$ cat src/rtl/imm_pkg.sv
// Shared decode constants for the immediate generator: RV32 opcodes,
// shift funct3 codes and the output format enumeration.
package imm_pkg;

  localparam logic [6:0] OPC_LOAD   = 7'b0000011;
  localparam logic [6:0] OPC_OP_IMM = 7'b0010011;
  localparam logic [6:0] OPC_JALR   = 7'b1100111;
  localparam logic [6:0] OPC_STORE  = 7'b0100011;
  localparam logic [6:0] OPC_BRANCH = 7'b1100011;
  localparam logic [6:0] OPC_LUI    = 7'b0110111;
  localparam logic [6:0] OPC_AUIPC  = 7'b0010111;
  localparam logic [6:0] OPC_JAL    = 7'b1101111;
  localparam logic [6:0] OPC_OP     = 7'b0110011;

  localparam logic [2:0] F3_SLLI = 3'b001;
  localparam logic [2:0] F3_SRXI = 3'b101;

  typedef enum logic [2:0] {
    FMT_R = 3'd0,
    FMT_I = 3'd1,
    FMT_S = 3'd2,
    FMT_B = 3'd3,
    FMT_U = 3'd4,
    FMT_J = 3'd5
  } fmt_e;

endpackage

$ cat src/rtl/imm_decode.sv
// Combinational RV32 immediate decode: inst -> sign-extended imm, format, illegal.
// Zero latency; no state, no flow control.
module imm_decode
  import imm_pkg::*;
#(
  parameter int XLEN = 32
) (
  input  logic [31:0]     inst_i,
  output logic [XLEN-1:0] imm_o,
  output fmt_e            fmt_o,
  output logic            illegal_o
);

  logic [31:0] imm32;
  logic        use_shamt;

  always_comb begin
    imm32     = '0;
    use_shamt = 1'b0;
    fmt_o     = FMT_R;
    illegal_o = 1'b0;
    case (inst_i[6:0])
      OPC_LOAD, OPC_JALR: begin
        fmt_o = FMT_I;
        imm32 = {{20{inst_i[31]}}, inst_i[31:20]};
      end
      OPC_OP_IMM: begin
        fmt_o     = FMT_I;
        use_shamt = (inst_i[14:12] == F3_SLLI) || (inst_i[14:12] == F3_SRXI);
        imm32     = {{20{inst_i[31]}}, inst_i[31:20]};
      end
      OPC_STORE: begin
        fmt_o = FMT_S;
        imm32 = {{20{inst_i[31]}}, inst_i[31:25], inst_i[11:7]};
      end
      OPC_BRANCH: begin
        fmt_o = FMT_B;
        imm32 = {{19{inst_i[31]}}, inst_i[31], inst_i[7], inst_i[30:25], inst_i[11:8], 1'b0};
      end
      OPC_LUI, OPC_AUIPC: begin
        fmt_o = FMT_U;
        imm32 = {inst_i[31:12], 12'd0};
      end
      OPC_JAL: begin
        fmt_o = FMT_J;
        imm32 = {{11{inst_i[31]}}, inst_i[31], inst_i[19:12], inst_i[20], inst_i[30:21], 1'b0};
      end
      OPC_OP: fmt_o = FMT_R;
      default: illegal_o = 1'b1;
    endcase

    // Shift immediates carry an unsigned shamt whose width follows XLEN.
    if (use_shamt)
      imm_o = (XLEN == 64) ? XLEN'(inst_i[25:20]) : XLEN'(inst_i[24:20]);
    else
      imm_o = XLEN'($signed(imm32));
  end

endmodule

$ cat src/rtl/imm_gen_pipe.sv
// Pipelined immediate generator: decode then STAGES bubble-collapsing register stages.
// Latency STAGES cycles; valid/ready backpressure, in_ready depends combinationally on out_ready.
module imm_gen_pipe
  import imm_pkg::*;
#(
  parameter int XLEN   = 32,
  parameter int STAGES = 1
) (
  input  logic            clk,
  input  logic            rst,
  input  logic            flush,
  input  logic            in_valid,
  output logic            in_ready,
  input  logic [31:0]     inst,
  output logic            out_valid,
  input  logic            out_ready,
  output logic [XLEN-1:0] imm,
  output logic [2:0]      fmt,
  output logic            illegal
);

  logic [XLEN-1:0] dec_imm;
  fmt_e            dec_fmt;
  logic            dec_ill;

  logic [STAGES-1:0] vld_w;
  logic [STAGES-1:0] rdy;
  logic [XLEN-1:0]   imm_w [STAGES];
  fmt_e              fmt_w [STAGES];
  logic              ill_w [STAGES];
  logic              down_rdy;

  imm_decode #(.XLEN(XLEN)) u_decode (
    .inst_i    (inst),
    .imm_o     (dec_imm),
    .fmt_o     (dec_fmt),
    .illegal_o (dec_ill)
  );

  // A stage can take new data when it is empty or its content moves on.
  always_comb begin
    rdy      = '0;
    down_rdy = out_ready;
    for (int s = STAGES - 1; s >= 0; s--) begin
      rdy[s]   = !vld_w[s] || down_rdy;
      down_rdy = rdy[s];
    end
  end

  for (genvar s = 0; s < STAGES; s++) begin : g_stage
    logic            vld_q, vld_d, up_vld;
    logic [XLEN-1:0] imm_q, imm_d, up_imm;
    fmt_e            fmt_q, fmt_d, up_fmt;
    logic            ill_q, ill_d, up_ill;

    if (s == 0) begin : g_src
      assign up_vld = in_valid;
      assign up_imm = dec_imm;
      assign up_fmt = dec_fmt;
      assign up_ill = dec_ill;
    end else begin : g_src
      assign up_vld = vld_w[s-1];
      assign up_imm = imm_w[s-1];
      assign up_fmt = fmt_w[s-1];
      assign up_ill = ill_w[s-1];
    end

    always_comb begin
      vld_d = vld_q;
      imm_d = imm_q;
      fmt_d = fmt_q;
      ill_d = ill_q;
      if (flush) begin
        vld_d = 1'b0;
      end else if (rdy[s]) begin
        vld_d = up_vld;
        if (up_vld) begin
          imm_d = up_imm;
          fmt_d = up_fmt;
          ill_d = up_ill;
        end
      end
    end

    always_ff @(posedge clk or posedge rst) begin
      if (rst) begin
        vld_q <= 1'b0;
        imm_q <= '0;
        fmt_q <= FMT_R;
        ill_q <= 1'b0;
      end else begin
        vld_q <= vld_d;
        imm_q <= imm_d;
        fmt_q <= fmt_d;
        ill_q <= ill_d;
      end
    end

    assign vld_w[s] = vld_q;
    assign imm_w[s] = imm_q;
    assign fmt_w[s] = fmt_q;
    assign ill_w[s] = ill_q;
  end

  assign in_ready  = rdy[0] || flush;
  assign out_valid = vld_w[STAGES-1];
  assign imm       = imm_w[STAGES-1];
  assign fmt       = fmt_w[STAGES-1];
  assign illegal   = ill_w[STAGES-1];

endmodule

$ cat config.mk
export PLATFORM = sky130hd
export DESIGN_NAME = imm_gen_pipe
export DESIGN_NICKNAME = d
export VERILOG_FILES = /design/src/rtl/imm_pkg.sv /design/src/rtl/imm_decode.sv /design/src/rtl/imm_gen_pipe.sv
export SDC_FILE = /design/constraint.sdc
export NUM_CORES = 1
export LEC_CHECK = 0
export ABC_CLOCK_PERIOD_IN_PS = 2000
export BUFFER_PORTS_ARGS = -buffer_cell sky130_fd_sc_hd__buf_2
export CORE_UTILIZATION = 48
export DETAILED_ROUTE_END_ITERATION = 10
export GPL_ROUTABILITY_DRIVEN = 0
export PLACE_DENSITY = 0.85
export SYNTH_ARGS = -nofsm -noshare
export SYNTH_HDL_FRONTEND = slang
export SYNTH_SLANG_ARGS = --single-unit
$ cat constraint.sdc
create_clock -name clk -period 2 [get_ports clk]
set_clock_uncertainty 0.2 [all_clocks]
set_input_delay 0.3 -clock clk [delete_from_list [all_inputs] [get_ports clk]]
set_output_delay 0.3 -clock clk [all_outputs]
set_load 0.02 [all_outputs]
==> results.py <==
metrics = {
    "status": {
        "status": "completed",
    },
    "route": {
        "routed_wirelength_microns": 4770,
        "detail-route-antenna-nets": 0,
        "vias_per_cell": 5.53,
        "drc": 0,
        "avgRoutedWirePerCell_microns": 14.3,
        "num_vias": 1847,
        "first_pass_iters": 4,
        "drt_iter0_markers": 119,
    },
    "setup_path": {
        "cp-start-kind": "flip-flop",
        "crit_path_end_kind": "flip-flop",
        "path_class": "reg -> reg",
        "cp.required_ps": 2020,
        "path_max_fanout": 6,
        "crit_arrival_ps": 1880,
    },
    "floorplanning": {
        "pin_count": 75,
        "start_util": 0.513,
        "die_h_microns": 65.2,
        "core_sq_um": 3740,
        "die_area_sq_um": 4260,
        "rows": 22,
        "die_width_microns": 65.2,
    },
    "layout": {
        "final_cells": 334,
        "n_antenna_cell": 0,
        "nets": 322,
        "fin_util": 0.692,
        "drive_gt1_frac": 0.444,
        "area_growth_pct": 34.9,
    },
    "clock_network": {
        "clk_pin_slew_worst_paths_ps": 70,
        "clock-sinks": 37,
        "cts_buffers": 5,
        "postCtsResizedCells": 0,
        "htree_levels": 2,
        "root_buffer": "clkbuf_8",
        "cts_buffer_depth": 2,
        "clk_latency_ps": 290,
        "cts_tree": "done",
    },
    "synth": {
        "synth_top_area_cell": "dfrtp_1",
        "netlist_instances": 188,
        "ys_seq_area_frac": 0.482,
        "ys_async_sr_fraction": 1.00,
        "yosysUniqueCellTypes": 41,
        "synth_seq_cells": 37,
        "post-synth-top-area-fraction": 0.482,
        "dominantRegCellSynth": "dfrtp_1",
        "synth_nets": 225,
        "synth_edf_count": 0,
        "syn_avg_cell_area_sq_um": 10.2,
        "yosys-top-cells-area": "dfrtp_1 (48%), a22o_1 (7.8%), nand2_1 (3.5%)",
        "synthesis.area_sq_um": 1920,
        "yosys_warnings": 0,
    },
    "place": {
        "hpwl_microns": 3640,
        "place_inst": 324,
        "port_buffers": 74,
    },
    "pwr": {
        "peakVddDrop_v": 0.000350,
        "p_leak_nw": 1.33,
        "power.density_nw_per_um2": 571,
    },
    "global_route": {
        "busiest_layer": "met2",
        "use_met3": 0.0729,
        "grt_max_degree": 38,
        "grt.overflow.total": 0,
        "first_global_vias": 1724,
        "met2_usage": 0.399,
        "grt_pass1_wl_microns": 7980,
        "use_met1": 0.319,
        "grtUsageTotal": 0.245,
        "antenna_found_initial": 0,
    },
    "timing": {
        "setup_viol": 0,
        "hold_ws_ps": 41.7,
        "tightest_slew_ps": 718,
        "max_slew_margin": 0.518,
        "fmax_mhz": 537,
        "hold_violations": 0,
        "period_needed_ps": 1860,
        "layout_worst_path_cycle_share": 0.930,
        "rsz0062_at_grt": "false",
        "slew_viol_final": 0,
    },
    "run": {
        "drv_cap": 0,
    },
    "worst_hold_path": {
        "hp-class": "in -> reg",
    },
}
cell families after synthesis:
group | share of synthesized area
AO/OA/AOI/OAI | 0.280
buffers and inverters | 0.0502
AND/OR/NAND/NOR | 0.166
multiplexers | 0.0222
flip-flops | 0.482
state kept, by name, summed over array words and instances, names as in the netlist:
name	flops
out_valid	1
imm	32
illegal	1
fmt	3
placed cells by master (no fill, tap or decap), types with 2 or more instances in the layout:
cell           instances
or2_2                  2
dlygate4sd3_1          2
buf_2                 74
mux2_2                 2
o21ai_2                6
nor3_1                 3
o22ai_1                6
a22oi_1                5
nor2_1                 3
nand2b_1               3
clkbuf_8               5
o221ai_2               4
o21ai_0               13
nor2b_1                3
mux2i_1                2
a22o_1                17
nand3b_1               5
dfrtp_1               37
clkinv_2               2
nand2_1               18
buf_4                 27
nand3_1                9
a21oi_1               10
inv_1                  8
synthesized netlist by cell type (4+ instances only):
cell / number
a21oi_1: 10
a22o_1: 17
a22oi_1: 5
clkbuf_1: 9
dfrtp_1: 37
inv_1: 8
nand2_1: 18
nand3_1: 9
nand3b_1: 5
o21ai_0: 13
o21ai_2: 6
o221ai_2: 4
o22ai_1: 6
final timing paths:
path / slack (ps) / depth (start not counted) / start / to
setup / recovery: 140 / 4 / out_valid$_DFFE_PP0P_ / imm[10]$_DFFE_PP0P_
hold reg to reg: 290 / 2 / imm[19]$_DFFE_PP0P_ / imm[19]$_DFFE_PP0P_
setup reg to reg: 140 / 4 / out_valid$_DFFE_PP0P_ / imm[10]$_DFFE_PP0P_
hold / removal: 40 / 2 / inst[25] / imm[5]$_DFFE_PP0P_
max in group asynchronous: 830 / 4 / rst / imm[8]$_DFFE_PP0P_
min in group asynchronous: 440 / 4 / rst / imm[22]$_DFFE_PP0P_
layer usage:
| metal | share of wire | vias to the layer above |
|---|---|---|
| met4 | 0.015 | 0 |
| li1 | - | 897 |
| met5 | 0 | - |
| met3 | 0.068 | 8 |
| met1 | 0.45 | 869 |
| met2 | 0.46 | 73 |
critical path, stage by stage, from the launching register on:
cell and delay [ps]:
dfrtp_1 370, nand2b_1 110, nand3b_1 220, nor3_1 670, a22o_1 230
report_power, final:
part	internal (mW)	total, mW	switching, mW
Combinational	0.0921	0.214	0.122
Clock	0.241	0.500	0.258
Sequential	0.759	0.766	0.00611
cell type report:
| cell class | count | area (sq um) |
|---|---|---|
| clock buffer | 6 | 72.6 |
| clock inverter | 2 | 10.0 |
| fill | 302 | 1150 |
| inverter | 8 | 30.0 |
| multi-input combinational | 130 | 897 |
| sequential | 37 | 926 |
| tap | 48 | 60.1 |
| timing repair buffer | 103 | 593 |
stage by stage:
step,power [mW],cell area [sq um],TNS [ps],worst slack [ps]
detailed placement,0.990,2490,-778,-83.7
global placement,0.986,2490,-151,-34.0
CTS,1.49,2590,0,143
finish,1.48,2590,0,139
floorplan,0.887,1920,0,22.8
global route,1.55,2590,0,13.1
repair_timing:
action | CTS | global route
buffers inserted | 0 | 0
hold buffers | 2 | 0
endpoints found under the setup margin | 0 | 0
endpoints found under the hold margin | 38 | 0
No activity file was read; power rests on OpenSTA's default activity.
